==> src/rtl/w10_weight_loader.sv <==
// W10 weight loader: takes a valid/ready stream of hidden-to-output weights and
// writes them to the W10 RAM at addresses 0..DEPTH-1, pulsing done once full.
module w10_weight_loader #(
  parameter int DEPTH = 256,
  parameter int AW    = 8,
  parameter int DW    = 16
) (
  input  logic          clk,
  input  logic          W10wa_rst_n,
  input  logic          start,
  input  logic          abort,
  input  logic          in_valid,
  input  logic [DW-1:0] in_data,
  output logic          in_ready,
  output logic          W10we,
  output logic [AW-1:0] W10wa,
  output logic [DW-1:0] W10wd,
  output logic          busy,
  output logic          done
);

  localparam int CW = $clog2(DEPTH) + 1;

  typedef enum logic [1:0] {
    S_IDLE,
    S_LOAD,
    S_FLUSH,
    S_DONE
  } state_t;

  state_t          r_state;
  logic [CW-1:0]   r_count;
  logic            r_we;
  logic [AW-1:0]   r_wa;
  logic [DW-1:0]   r_wd;
  logic            r_busy;
  logic            r_done;

  logic            w_accept;
  logic            w_last;

  assign in_ready = (r_state == S_LOAD);
  assign w_accept = in_valid & in_ready;
  assign w_last   = (r_count == CW'(DEPTH - 1));

  always_ff @(posedge clk or negedge W10wa_rst_n) begin
    if (!W10wa_rst_n) begin
      r_state <= S_IDLE;
      r_count <= '0;
      r_we    <= 1'b0;
      r_wa    <= '0;
      r_wd    <= '0;
      r_busy  <= 1'b0;
      r_done  <= 1'b0;
    end else begin
      // NOTE: single-cycle pulses default low here and are raised only in the
      // branch that issues them; every state register uses <= so all branches
      // see the pre-edge values.
      r_we   <= 1'b0;
      r_done <= 1'b0;
      case (r_state)
        S_IDLE: begin
          if (start && !abort) begin
            r_state <= S_LOAD;
            r_count <= '0;
            r_busy  <= 1'b1;
          end
        end
        S_LOAD: begin
          if (abort) begin
            // A word handshaken in the abort cycle is deliberately dropped.
            r_state <= S_IDLE;
            r_busy  <= 1'b0;
          end else if (w_accept) begin
            r_we    <= 1'b1;
            r_wa    <= AW'(r_count);
            r_wd    <= in_data;
            r_count <= r_count + CW'(1);
            if (w_last) r_state <= S_FLUSH;
          end
        end
        S_FLUSH: begin
          r_busy <= 1'b0;
          if (abort) begin
            r_state <= S_IDLE;
          end else begin
            r_state <= S_DONE;
            r_done  <= 1'b1;
          end
        end
        S_DONE: begin
          r_state <= S_IDLE;
        end
        default: begin
          r_state <= S_IDLE;
          r_busy  <= 1'b0;
        end
      endcase
    end
  end

  assign W10we = r_we;
  assign W10wa = r_wa;
  assign W10wd = r_wd;
  assign busy  = r_busy;
  assign done  = r_done;

endmodule

==> config.mk <==
export PLATFORM = sky130hd
export DESIGN_NAME = w10_weight_loader
export DESIGN_NICKNAME = d
export VERILOG_FILES = /design/src/rtl/w10_weight_loader.sv
export SDC_FILE = /design/constraint.sdc
export NUM_CORES = 1
export LEC_CHECK = 0
export CAP_MARGIN = 20
export CELL_PAD_IN_SITES_DETAIL_PLACEMENT = 0
export CELL_PAD_IN_SITES_GLOBAL_PLACEMENT = 1
export CORE_MARGIN = 8
export CORE_UTILIZATION = 36
export CTS_CLUSTER_DIAMETER = 60
export DETAILED_ROUTE_END_ITERATION = 12
export PLACE_DENSITY = 0.89
export SKIP_CTS_REPAIR_TIMING = 1
export SLEW_MARGIN = 20
export SYNTH_ARGS = -nofsm -noshare
export SYNTH_HDL_FRONTEND = slang
export SYNTH_SLANG_ARGS = --single-unit
==> constraint.sdc <==
create_clock -name clk -period 2.49 [get_ports clk]
set_input_delay 0.747 -clock clk [delete_from_list [all_inputs] [get_ports clk]]
set_output_delay 0.747 -clock clk [all_outputs]
set_load 0.02 [all_outputs]
==> out/metrics.cfg, run 1 <==
[outcome]
outcome=finished clean

[power]
switching_share=0.361
p_per_area_mw_per_mm2=1210
pwr-share-clk=0.151
p_switching_uw=1020
seq_power_share=0.373
combPwrFrac=0.476
p_total_uw=2830
ir_drop_mv=0.478
leakage_uw=0.00102
p_int_uw=1810

[grt]
grt_pass1_wl_um=6000
grtUsageTotal=0.104
grt_max_degree=39
grt.overflow.total=0
grt_pass1_vias=1306
antenna_found_initial=0

[critical_path]
critPathLaunch=r_state[1]
max_stage_delay_ps=610
arrival_ps=1580
rr_startpoint=r_state[1]
cp_slowest_cell=clkdlybuf4s50_1
cp-start-kind=flip-flop
path_cells=inv_1, ha_1, clkdlybuf4s50_1
crit_path_max_fanout=3
critPathKind=flip-flop to output pin
reg2reg_depth=7
critPathRequiredTime_ps=1740
end_kind=output pin

[synthesis]
synth_top_area_frac=0.565
avgSynthCellArea_um2=12.3
netlist_instances=137
netlist_area_mm2=0.00168
yosysUniqueCellTypes=32
seq_area_frac_synth=0.565
synth.largest_area_cell=dfrtp_1
ys_top_cells_by_area=dfrtp_1, mux2_2, ha_1
ys_seq_elements=38
synthesis.nets=164
yosysWarnings=0

[sta]
drv_slew=0
timing.final.ws_setup_ps=158
fin_tns_setup_ps=0
setup_viol=0
worst_slew_pin_slew_ps=837
fin_crit_ps=2330
finalHoldViolCount=0
rsz0062_at_grt=no
period_share=0.936
timing.fmax_mhz=429
timing.slew.headroom=0.442
fin_worst_skew_ps=3.40

[final_layout]
final_cell_mix=clkdlybuf4s50_1, dfrtp_1, mux2_2
nets=219
area_delta_synth_final_pct=38.9
diodes=0
fillers=437
final_common_cell=clkdlybuf4s50_1
final_util=0.505
drive_gt1_frac=0.192

[clocking]
cts-buffers-inserted=5
ctsLongestPathBuffers=2
htreeDepth=2
insertion_delay_ps=290
cts_sinks=38
cts_tree=done
cts_root_buf=clkbuf_8
clkTransAtPathRegs_ps=70

[detailed_routing]
met3_length_um=214
drc=0
first_pass_iters=4
avgRoutedWirePerCell_um=14.2
viasPerCell=4.97
first_iter_violations=52
vias=1228
maxUsedRoutingLayer=met4
ant_nets=0
wl_met2_um=1550
wirelength_um=3510
met1_length_um=1690

[die]
core_area_mm2=0.00463
die_x_um=84.4
die_area_mm2=0.00712
initial_core_util=0.364
io_pins=49
rows=25
die_y_um=84.4

[placed_design]
gp_congestion=0.722
port_buffers=48
pre_cts_slack_ps=89.6
dp_hpwl_um=2490

[run]
drv_cap=0

[worst_hold_path]
hold_path_depth=2
hp-start=W10wa[7]
hold_path_class=flip-flop to flip-flop

-- worst max-delay path: cells and delay by family, from the launching register on --
family                     cells  cell delay, ps
buffers and inverters          2             720
adders and majority gates      1             170
DFF                            1             410
-- worst paths after layout --
kind	end	slack, ps
max	in_ready	160
min	W10wa[7]	490
max reg2reg	r_count[3]	450
min reg2reg	W10wa[7]	490
max in group asynchronous	r_count[2]	1410
min in group asynchronous	W10wd[11]	560
-- sequential cells by signal, indices dropped and copies added (netlist names) --
register / flops
W10we: 1
W10wa: 8
done: 1
r_state: 2
W10wd: 16
r_count: 9
busy: 1
-- Yosys cell counts (all sizes together) --
cell type and count:
a211o 1, a211oi 1, a21oi 2, a31oi 1
a41o 1, and2b 1, and3 1, buf 4
clkbuf 1, dfrtp 38, ha 6, inv 6
mux2 23, mux2i 1, nand2 17, nand2b 1
nand3 8, nand3b 1, nand4b 3, nor2 3
nor2b 2, nor3 1, o211ai 3, o21a 1
o21ai 3, o22a 1, o22ai 1, o31ai 1
o32ai 1, o41ai 1, or4b 2
-- metrics by stage --
stage                     std cells  area [µm²]  hold WS, ps
after floorplan                 137        1680          451
after global placement          239        2250          462
after detailed placement        239        2250          478
after CTS                       247        2340          495
after global routing            247        2340          522
final                           247        2340          491
-- area by class of cell --
type	instances	area [µm²]	share of cell area
flip-flops and latches	38	951	0.407
multi-input cells	88	679	0.291
repair buffers	53	526	0.225
clock buffers	7	86.3	0.0369
well taps	54	67.6	0.0289
inverters	6	22.5	0.00964
clock inverters	1	5.00	0.00214
-- power groups by stage --
stage	logic (µW)	clock network, µW	registers [µW]
2_1_floorplan	521	0	1300
3_3_place_gp	1340	0	1060
3_5_place_dp	1370	0	1070
4_1_cts	1370	454	1060
5_1_grt	1450	480	1100
6_report	1350	428	1060
-- kinds of logic after synthesis --
group | share of synthesized area
AO/OA/AOI/OAI | 0.0766
adder cells (fa/ha/maj) | 0.0446
buffers and inverters | 0.0312
flip-flops | 0.565
multiplexers | 0.160
AND/OR/NAND/NOR | 0.123
-- per-layer routing --
layer	global-route usage	vias up
li1	-	598
met1	0.123	589
met2	0.160	36
met3	0.0361	5
met4	0.0583	0
met5	0	-
No activity file was read; power rests on OpenSTA's default activity.
==> run 2: changes to the inputs <==
- CORE_UTILIZATION: 36 -> 33
- PLACE_DENSITY: 0.89 -> 0.86
- clock period: 2.49 -> 2 ns (I/O delays scaled with it)
==> run 2 against run 1 <==
Compared with the run above: largest power group unchanged; core utilization decreased by 2.1 points; global-route usage barely moved; setup slack worse by 33 ps; sequential share of layout area shrank 1.5 points; wire length grew 2.2%; via count up 2.0%; cell count up 9.7%; critical path depth grew 4; power up 27%.
==> out/metrics.cfg, run 2 (same netlist as run 1, synthesis figures left out) <==
[outcome]
outcome=finished clean

[power]
pwr-share-clk=0.152
p_total_uw=3600
switching_share=0.363
leakage_uw=0.00107
combPwrFrac=0.481
p_switching_uw=1310
p_int_uw=2290
p_per_area_mw_per_mm2=1480
ir_drop_mv=0.614
seq_power_share=0.367

[detailed_routing]
drc=0
viasPerCell=4.62
avgRoutedWirePerCell_um=13.2
vias=1253
wirelength_um=3590
first_iter_violations=30
first_pass_iters=3
ant_nets=0

[die]
rows=26
die_area_mm2=0.00764
die_y_um=87.4
core_area_mm2=0.00501
initial_core_util=0.336
die_x_um=87.4
io_pins=49

[placed_design]
dp_hpwl_um=2650
pre_cts_slack_ps=-193
gp_congestion=0.822
port_buffers=48
dp_cells=262

[clocking]
cts_root_buf=clkbuf_8
cts_tree=done
ctsLongestPathBuffers=2
insertion_delay_ps=290
htreeDepth=2
clkTransAtPathRegs_ps=70
cts_sinks=38
cts-buffers-inserted=5

[critical_path]
reg2reg_depth=7
critPathKind=flip-flop to flip-flop
rrSetupSlack_ps=130
end_kind=flip-flop
cp-start-kind=flip-flop
critPathRequiredTime_ps=2230
critPathLaunch=r_state[1]
rr_endpoint=r_count[3]
crit_end=r_count[3]
arrival_ps=2100
crit_path_max_fanout=11
rr_startpoint=r_state[1]

[final_layout]
drive_gt1_frac=0.234
seq_area_um2=951
largest_register_ffs=16
layout.cells.non_filler=271
multi_input_comb_area_um2=682
fillers=497
area_delta_synth_final_pct=44.2
diodes=0
final_common_cell=clkdlybuf4s50_1
final_cell_mix=clkdlybuf4s50_1, dfrtp_1, mux2_2
nets=227

[sta]
fin_worst_skew_ps=0.901
timing.final.ws_setup_ps=126
fin_crit_ps=1870
worst_slew_pin_slew_ps=471
timing.slew.headroom=0.686
drv_slew=0
period_share=0.937
timing.fmax_mhz=534
finalHoldViolCount=0
setup_viol=0

[grt]
grt_pass1_wl_um=6070
antenna_found_initial=0
grtUsageTotal=0.104
grt_max_degree=39
grt_pass1_vias=1328
grt.overflow.total=0

[worst_hold_path]
hold_path_class=primary input to asynchronous set/reset pin

[run]
drv_cap=0

[run 2: layer usage]
metal  vias up  track usage  wire length (µm)
met1       600        0.113              1560
li1        617            -                 -
met3         5       0.0491               263
met2        31        0.171              1700
met4         0       0.0375                59
met5         -            0                 0
[run 2: layout make-up]
type	instances	share of cell area
Tap cell	70	0.0361
Sequential cell	38	0.392
Multi-Input combinational cell	88	0.281
Timing Repair Buffer	61	0.242
Clock buffer	6	0.0340
Inverter	6	0.00928
Clock inverter	2	0.00516
[run 2: worst max-delay path, stage by stage (launching register included)]
cell and delay, ps:
dfrtp_1 380, inv_1 90, ha_1 200, buf_4 170, mux2i_1 130, a211o_1 250
or4b_1 500, nand3_1 90
[run 2: power groups by stage]
stage / Sequential (µW) / Combinational, µW / Clock [µW]
after floorplan: 1620 / 649 / 0
after CTS: 1320 / 1760 / 567
after global routing: 1370 / 1870 / 608
after global placement: 1320 / 1730 / 0
after detailed placement: 1340 / 1750 / 0
final: 1320 / 1730 / 545
[run 2: metrics by stage]
step | hold WS (ps) | util | setup TNS, ps | area [µm²]
CTS | 359 | 0.482 | -212 | 2410
global placement | 463 | 0.463 | -1550 | 2320
finish | 342 | 0.484 | 0 | 2430
floorplan | 304 | - | 0 | 1680
global route | 375 | 0.484 | -13.3 | 2430
detailed placement | 491 | 0.463 | -1540 | 2320
[run 2: how the worst min path moves through the flow]
stage,end,slack [ps],cells past startpoint
CTS,r_state[1],360,2
floorplan,W10wa[0],300,0
global placement,W10wa[7],460,2
finish,busy,340,2
global route,busy,370,2
detailed placement,W10wd[11],490,1
